==> config.mk <==
export PLATFORM = sky130hd
export DESIGN_NAME = la_clkgate_ctrl
export DESIGN_NICKNAME = d
export VERILOG_FILES = /design/src/rtl/la_clkgate_pkg.sv /design/src/rtl/la_satcnt.sv /design/src/rtl/la_clkgate_ctrl.sv
export SDC_FILE = /design/constraint.sdc
export NUM_CORES = 1
export LEC_CHECK = 0
export CELL_PAD_IN_SITES_DETAIL_PLACEMENT = 2
export CELL_PAD_IN_SITES_GLOBAL_PLACEMENT = 2
export CORE_UTILIZATION = 27
export DETAILED_ROUTE_END_ITERATION = 10
export GPL_TIMING_DRIVEN = 0
export PLACE_DENSITY_LB_ADDON = 0.1
export SLEW_MARGIN = 5
export SYNTH_ARGS = -nofsm -noshare
export SYNTH_HDL_FRONTEND = slang
export SYNTH_SLANG_ARGS = --single-unit
==> constraint.sdc <==
create_clock -name clk -period 1.6 [get_ports clk]
set_input_delay 0.24 -clock clk [delete_from_list [all_inputs] [get_ports clk]]
set_output_delay 0.24 -clock clk [all_outputs]
set_load 0.03 [all_outputs]
==> src/rtl/la_clkgate_pkg.sv <==
// Shared types for the idle-detect clock-gating controller.
// State encoding and its width.
package la_clkgate_pkg;

  localparam int ST_W = 2;

  typedef enum logic [ST_W-1:0] {
    RUN   = 2'b00,
    GATED = 2'b01,
    WAKE  = 2'b10
  } state_e;

endpackage

==> src/rtl/la_satcnt.sv <==
// Saturating up-counter with synchronous clear.
// Clear takes priority over increment.
module la_satcnt #(
  parameter int W = 16
) (
  input  logic         clk,
  input  logic         reset,
  input  logic         i_clr,
  input  logic         i_inc,
  output logic [W-1:0] o_cnt
);

  logic [W-1:0] r_cnt;

  // count up, hold at all-ones, clear wins
  always_ff @(posedge clk) begin
    if (reset || i_clr) begin
      r_cnt <= '0;
    end else if (i_inc && (r_cnt != '1)) begin
      r_cnt <= r_cnt + W'(1);
    end
  end

  assign o_cnt = r_cnt;

endmodule

==> src/rtl/la_clkgate_ctrl.sv <==
// Idle-detect clock-gate enable controller.
// Registered gate_en/ack/gated; one shared idle/wake counter.
module la_clkgate_ctrl
  import la_clkgate_pkg::*;
#(
  parameter int IDLE_CYCLES = 16,
  parameter int WAKE_CYCLES = 2,
  parameter int CW          = 8,
  parameter int SW          = 16
) (
  input  logic          clk,
  input  logic          reset,
  input  logic          req,
  input  logic          busy,
  input  logic          force_on,
  input  logic          stat_clr,
  output logic          gate_en,
  output logic          ack,
  output logic          gated,
  output logic [SW-1:0] stat_gated
);

  if ((IDLE_CYCLES >= (1 << CW)) ||
      (WAKE_CYCLES >= (1 << CW))) begin : g_bad_cfg
    $error("IDLE_CYCLES/WAKE_CYCLES must be < 2**CW");
  end

  localparam logic [CW-1:0] IDLE_TERM = CW'(IDLE_CYCLES - 1);
  localparam logic [CW-1:0] WAKE_TERM = CW'(WAKE_CYCLES - 1);

  state_e        r_state;
  state_e        w_nstate;
  logic [CW-1:0] r_cnt;
  logic [CW-1:0] w_ncnt;
  logic          r_gate_en;
  logic          r_ack;
  logic          r_gated;
  logic          w_act;
  logic          w_inc;

  assign w_act = req | busy | force_on;
  assign w_inc = (r_state == GATED);

  // next state and shared counter update
  always_comb begin
    w_nstate = r_state;
    w_ncnt   = r_cnt;
    unique case (r_state)
      RUN: begin
        if (w_act || (IDLE_CYCLES == 0)) begin
          w_ncnt = '0;
        end else if (r_cnt == IDLE_TERM) begin
          w_nstate = GATED;
          w_ncnt   = '0;
        end else begin
          w_ncnt = r_cnt + CW'(1);
        end
      end
      GATED: begin
        if (w_act) begin
          w_ncnt   = '0;
          w_nstate = (WAKE_CYCLES == 0) ? RUN : WAKE;
        end
      end
      WAKE: begin
        if (r_cnt == WAKE_TERM) begin
          w_nstate = RUN;
          w_ncnt   = '0;
        end else begin
          w_ncnt = r_cnt + CW'(1);
        end
      end
      default: begin
        w_nstate = RUN;
        w_ncnt   = '0;
      end
    endcase
  end

  // state, counter and registered outputs
  always_ff @(posedge clk) begin
    if (reset) begin
      r_state   <= RUN;
      r_cnt     <= '0;
      r_gate_en <= 1'b1;
      r_ack     <= 1'b0;
      r_gated   <= 1'b0;
    end else begin
      r_state   <= w_nstate;
      r_cnt     <= w_ncnt;
      r_gate_en <= (w_nstate != GATED);
      r_ack     <= (w_nstate == RUN);
      r_gated   <= (w_nstate == GATED);
    end
  end

  la_satcnt #(.W(SW)) u_stat (
    .clk   (clk),
    .reset (reset),
    .i_clr (stat_clr),
    .i_inc (w_inc),
    .o_cnt (stat_gated)
  );

  assign gate_en = r_gate_en;
  assign ack     = r_ack;
  assign gated   = r_gated;

endmodule

### Word level (Yosys, flattened, before mapping)

Index checks and enable logic that the tools add are counted.

* bits in latches: 0
* output and inout port bits: 19
* RAM bits: 0
* flip-flop bits (word level): 29
* bits in read-only memories: 0
* memories: 0
* logic and storage cells: 32

* magnitude comparators: 0
* reduce and logical (&&, ||, !) cells: 4
* equality and inequality tests: 8
* multipliers: 0
* multiplexer cells: 10
* add/sub/neg operators: 2
* div/mod/pow operators: 0
* shift operators: 0
* bitwise operators: 2

Operators with widths (count)
* 8-bit two-way mux: 4
* 8-bit one-hot mux with 3 select lines: 1
* 16-bit by 1-bit adder with 16-bit output, second input constant: 1
* 16-bit != test, second input constant: 1
* 8-bit by 1-bit adder with 8-bit output, second input constant: 1
* 8-bit by 1-bit == test with 1-bit output, second input constant: 1
* 8-bit by 4-bit == test with 1-bit output, second input constant: 1
* 2-bit two-way mux: 4
* 2-bit one-hot mux with 3 select lines: 1
* 2-bit by 1-bit == test with 1-bit output, second input constant: 2
* 2-bit logical NOT: 2
* 2-bit == test, second input constant: 1
* 2-bit by 1-bit != test with 1-bit output, second input constant: 1
* 2-bit != test, second input constant: 1
* 1-bit bitwise OR: 2
* 1-bit logical AND: 1
* 1-bit logical OR: 1

### Depth between registers and ports, before layout

* depth after elaboration: 5
* gate-level depth with buffers: 7
* depth with buffers taken out: 7

### Cells and area by module

Synthesis repeated with hierarchy kept, for this count alone.

* cells, all modules: 182
* area, all modules: 1625.3 um^2

By module, submodules not included
* la_satcnt: area each 847.1 um^2, instances 1, cells an instance 95
* la_clkgate_ctrl: area each 778.2 um^2, instances 1, cells an instance 87

### Worst setup path before layout

No wires, ideal clock.

* path kind: register to register
* start: register u_stat.r_cnt[11], in the netlist u_stat.o_cnt[11]
* end: register u_stat.r_cnt[0], in the netlist u_stat.o_cnt[0]
* buffers on the path: 1
* arrival time: 1.676 ns
* cell stages (with the launch flop): 7
* clock period less this slack: 1.804 ns
* setup slack: -0.204 ns
* cells stage by stage: dfxtp_1 > and4_1 > nand4_1 > o31ai_1 > buf_2 > xor2_1 > nor2_1

* longest elaborated chain between the ends: 2

Ends and longest elaborated chain
* start: declaration: RTL line la_satcnt.sv:13 `logic [W-1:0] r_cnt;`
* start signal: assignment: RTL line la_satcnt.sv:20 `r_cnt <= r_cnt + W'(1);`
* 16-bit != test: RTL line la_satcnt.sv:19 `end else if (i_inc && (r_cnt != '1)) begin`
* 1-bit logical AND: RTL line la_satcnt.sv:19

Every way passes these cells.
A chain may end at the register's enable or synchronous reset.

### Final worst setup path

* start: register r_cnt[7]
* end: register r_cnt[3]

* longest elaborated chain between the ends: 4
* elaborated cells between the ends (all ways): 6
* those cells by class: 2 x eq/ne; 4 x mux

Ends and longest elaborated chain
* start: declaration: RTL line la_clkgate_ctrl.sv:33 `logic [CW-1:0] r_cnt;`
* start signal: assignment: RTL line la_clkgate_ctrl.sv:90 `r_cnt <= w_ncnt;`
* 8-bit by 4-bit == test with 1-bit output: RTL line la_clkgate_ctrl.sv:52 `end else if (r_cnt == IDLE_TERM) begin`
* 8-bit two-way mux: RTL line la_clkgate_ctrl.sv:52
* 8-bit two-way mux: RTL line la_clkgate_ctrl.sv:50 `if (w_act || (IDLE_CYCLES == 0)) begin`
* 8-bit one-hot mux with 3 select lines (*): RTL line la_clkgate_ctrl.sv:48 `unique case (r_state)`

Mark *: on every way between the ends. The rest lies on a longest branch, timed or not.

==> flow_summary.toml <==
[run_status]
outcome = "complete, but fails checks"
violations = "setup timing"

[sta]
setup_violations = 11
finalHoldViolations = 0
grt_setup_unrepaired = "true"
clock_skew_ns = 0.00255
max_freq_ghz = 0.567
worst_pin_slew_ns = 0.535
fin_crit_sh_pct = 110
final.setup.tns_ns = -1.36
hold_ws_ns = 0.413
finalCriticalPeriod_ns = 1.76
finalMaxSlewViolations = 0
slew_headroom_pct = 64.3
timing.final.ws_setup_ns = -0.163

[logic_synthesis]
synth-seq-cells = 29
synth_nets = 172
async_flop_share_pct = 0
ys_types = 35
avgSynthCellArea_sq_um = 8.64
syn_area_sq_um = 1410
ys_top_cells_by_count = "29 x dfxtp_1, 20 x nor2_1, 15 x nand2_1"
ys_seq_area_share_pct = 41.2
synthesis.instances = 163
synth-main-ff-cell = "dfxtp_1"
yosys-top-cells-area = "dfxtp_1 41%, xor2_1 6.8%, nor2_1 5.3%, nand2_1 4.0%, nand3_1 3.2%"
synth.largest_area_cell = "dfxtp_1"
synth_most_common_cell = "dfxtp_1"
synth_edf_count = 0
ys_warn_count = 0
synth_top_area_share_pct = 41.2

[place]
placed_cells = 253
placed_cell_area_sq_um = 1760
dp_slack_ns = -0.464
routabilityCongestion = 0.743
dp_hpwl_mm = 2.89
numPortBuffers = 23

[detailed_routing]
wirelength_mm = 4.40
wl_per_cell_um = 16.3
initialDrtViolationCount = 28
avgViaCountPerCell = 5.07
drt_first_pass_iters = 4
ant_nets = 0
vias = 1374
drc_errors = 0

[critical_path]
worst-path-max-fanout = 3
cp_top_family = "simple AND/OR/NAND/NOR gates"
cpMaxStageDelayCell = "or4_4"
crit_path_end = "r_cnt[3]$_SDFFE_PP0P_"
worstReg2RegEnd = "r_cnt[3]$_SDFFE_PP0P_"
r2r_start = "r_cnt[7]$_SDFFE_PP0P_"
crit_cells = 5
critPathCaptureType = "register"
startpoint = "r_cnt[7]$_SDFFE_PP0P_"
cp_cell_sequence = "or4_4 -> o41ai_4 -> and2_4 -> or3_4 -> o21ai_2"
cp_slowest_stage_delay_ns = 0.56
start_kind = "register"
r2r_setup_slack_ns = -0.16
reg2regPathDepth = 5
worstPathRequired_ns = 1.77
crit_type = "reg -> reg"
cp.arrival_ns = 1.93
crit_buf_inv = 0

[global_route]
track_usage_pct = 17.0
antenna_found_initial = 0
grt_pass1_wl_mm = 6.96
grt_pass1_vias = 1451
grt_max_degree = 11
grt_overflow = 0

[clocking]
hold_buffers = 0
clkLatencyLatePin_ns = 0.28
clockRootBuffer = "clkbuf_8"
cts_tree = "done"
cts_max_level = 2
clockBufferDepth = 2
clkSinkCount = 29
numCtsBuffers = 5
cts.clk_slew.worst_paths_ns = 0.07

[floorplan]
core_sq_um = 4880
initial_core_util_pct = 28.8
fp.dieW_um = 74.2
ios = 25
dieArea_sq_um = 5510
fp-row-count = 25
die_height_um = 74.2

[cells_and_area]
instances_no_fill = 271
utilization_pct = 42.4
multi_input_area_sq_um = 925
regArea_sq_um = 616
fillers = 556
final_nets = 212
final_area_sq_um = 2070
area_delta_synth_final_pct = 47.0
drive_above_1_share_pct = 29.9
antenna_cells = 0

[flow_run]
drv_cap = 0

[pwr]
p_per_area_nw_per_um2 = 677
vdd_drop_max_uv = 314
fin_total_pwr_mw = 1.40
power_leakage_nw = 0.854

[hold_path]
hp-class = "in -> reg"
## placed cells by master, fill, tap and decap left out, types with 2 or more instances in the layout
| master | Yosys | layout |
|---|---|---|
| o21ai_2 | 1 | 4 |
| or3_1 | 3 | 2 |
| dfxtp_1 | 29 | 15 |
| o211ai_1 | 5 | 5 |
| clkbuf_1 | 3 | 2 |
| and4_4 | 0 | 2 |
| ha_1 | 3 | 2 |
| xor2_1 | 11 | 11 |
| dfxtp_2 | 0 | 7 |
| dfxtp_4 | 0 | 7 |
| nor2_2 | 0 | 2 |
| and3_1 | 4 | 4 |
| nand3_1 | 9 | 6 |
| xnor2_1 | 2 | 2 |
| nor2_1 | 20 | 18 |
| nand4_1 | 6 | 6 |
| dlygate4sd2_1 | 0 | 6 |
| inv_1 | 4 | 4 |
| a21oi_1 | 6 | 5 |
| dlymetal6s2s_1 | 0 | 5 |
| clkdlybuf4s50_1 | 0 | 12 |
| o21a_1 | 2 | 2 |
| or4_4 | 1 | 2 |
| nand2_1 | 15 | 14 |
| a31oi_1 | 2 | 2 |
| nand3_2 | 0 | 2 |
| clkbuf_8 | 0 | 6 |
| or4_1 | 5 | 4 |
| and2_1 | 3 | 2 |
| nor3_1 | 7 | 5 |
| o21ai_0 | 6 | 2 |
| buf_6 | 0 | 2 |
| buf_4 | 0 | 8 |
## where the power goes
group	internal (mW)	switching, mW	total [mW]
Sequential	0.712	0.00166	0.713
Clock	0.340	0.295	0.635
Combinational	0.0230	0.0304	0.0534
Total	1.08	0.327	1.40
## final cells by class
cell class	instances	area share, %
clock buffer	6	3.99
multi-input combinational	125	44.7
inverter	4	0.726
clock inverter	2	0.423
tap	67	4.05
buffer	5	1.33
timing repair buffer	33	15.1
sequential	29	29.7
## what timing repair did
item	CTS	global route
buffers inserted	4	5
resized for setup	22	31
gates cloned	0	1
pin swaps	8	10
endpoints found under the setup margin	26	30
endpoints found under the hold margin	0	0
## per-layer routing
layer | GRT usage (%) | vias up | share of wire, % | wire [um]
met1 | 18.6 | 675 | 42 | 1840
met3 | 4.07 | 6 | 2.5 | 111
met4 | 6.41 | 0 | 1.1 | 47
li1 | - | 670 | - | -
met2 | 31.5 | 23 | 55 | 2410
met5 | 0 | - | 0 | 0
## worst min path at each step
stage | from | endpoint | slack [ns] | cells after the start
2_1_floorplan | force_on | r_cnt[1]$_SDFFE_PP0P_ | 0.43 | 3
3_3_place_gp | r_cnt[6]$_SDFFE_PP0P_ | r_cnt[6]$_SDFFE_PP0P_ | 0.47 | 1
3_5_place_dp | u_stat.o_cnt[1]$_SDFFE_PP0P_ | u_stat.o_cnt[1]$_SDFFE_PP0P_ | 0.49 | 2
4_1_cts | reset | r_state[1]$_SDFF_PP0_ | 0.38 | 2
5_1_grt | reset | r_state[1]$_SDFF_PP0_ | 0.45 | 2
6_report | reset | r_state[1]$_SDFF_PP0_ | 0.41 | 2
## logic make-up (layout without fill, tap and decap cells)
family	after synthesis	after routing	share of synthesized area (%)
AO/OA/AOI/OAI	27	27	13.7
XOR/XNOR	13	13	8.09
adder cells (fa/ha/maj)	3	3	2.67
buffers and inverters	9	50	2.49
flip-flops	29	29	41.2
AND/OR/NAND/NOR	82	82	31.8
## worst register-to-register path: stages, from the launching register on
cell and delay (ns):
dfxtp_2 0.33, or4_4 0.56, o41ai_4 0.33, and2_4 0.23, or3_4 0.15, o21ai_2 0.06
## flip-flops by register name (all words and copies together), names as in the netlist
| name | count |
|---|---|
| gated | 1 |
| ack | 1 |
| r_cnt | 8 |
| gate_en | 1 |
| u_stat.o_cnt | 16 |
| r_state | 2 |
No activity file was read; power rests on OpenSTA's default activity.
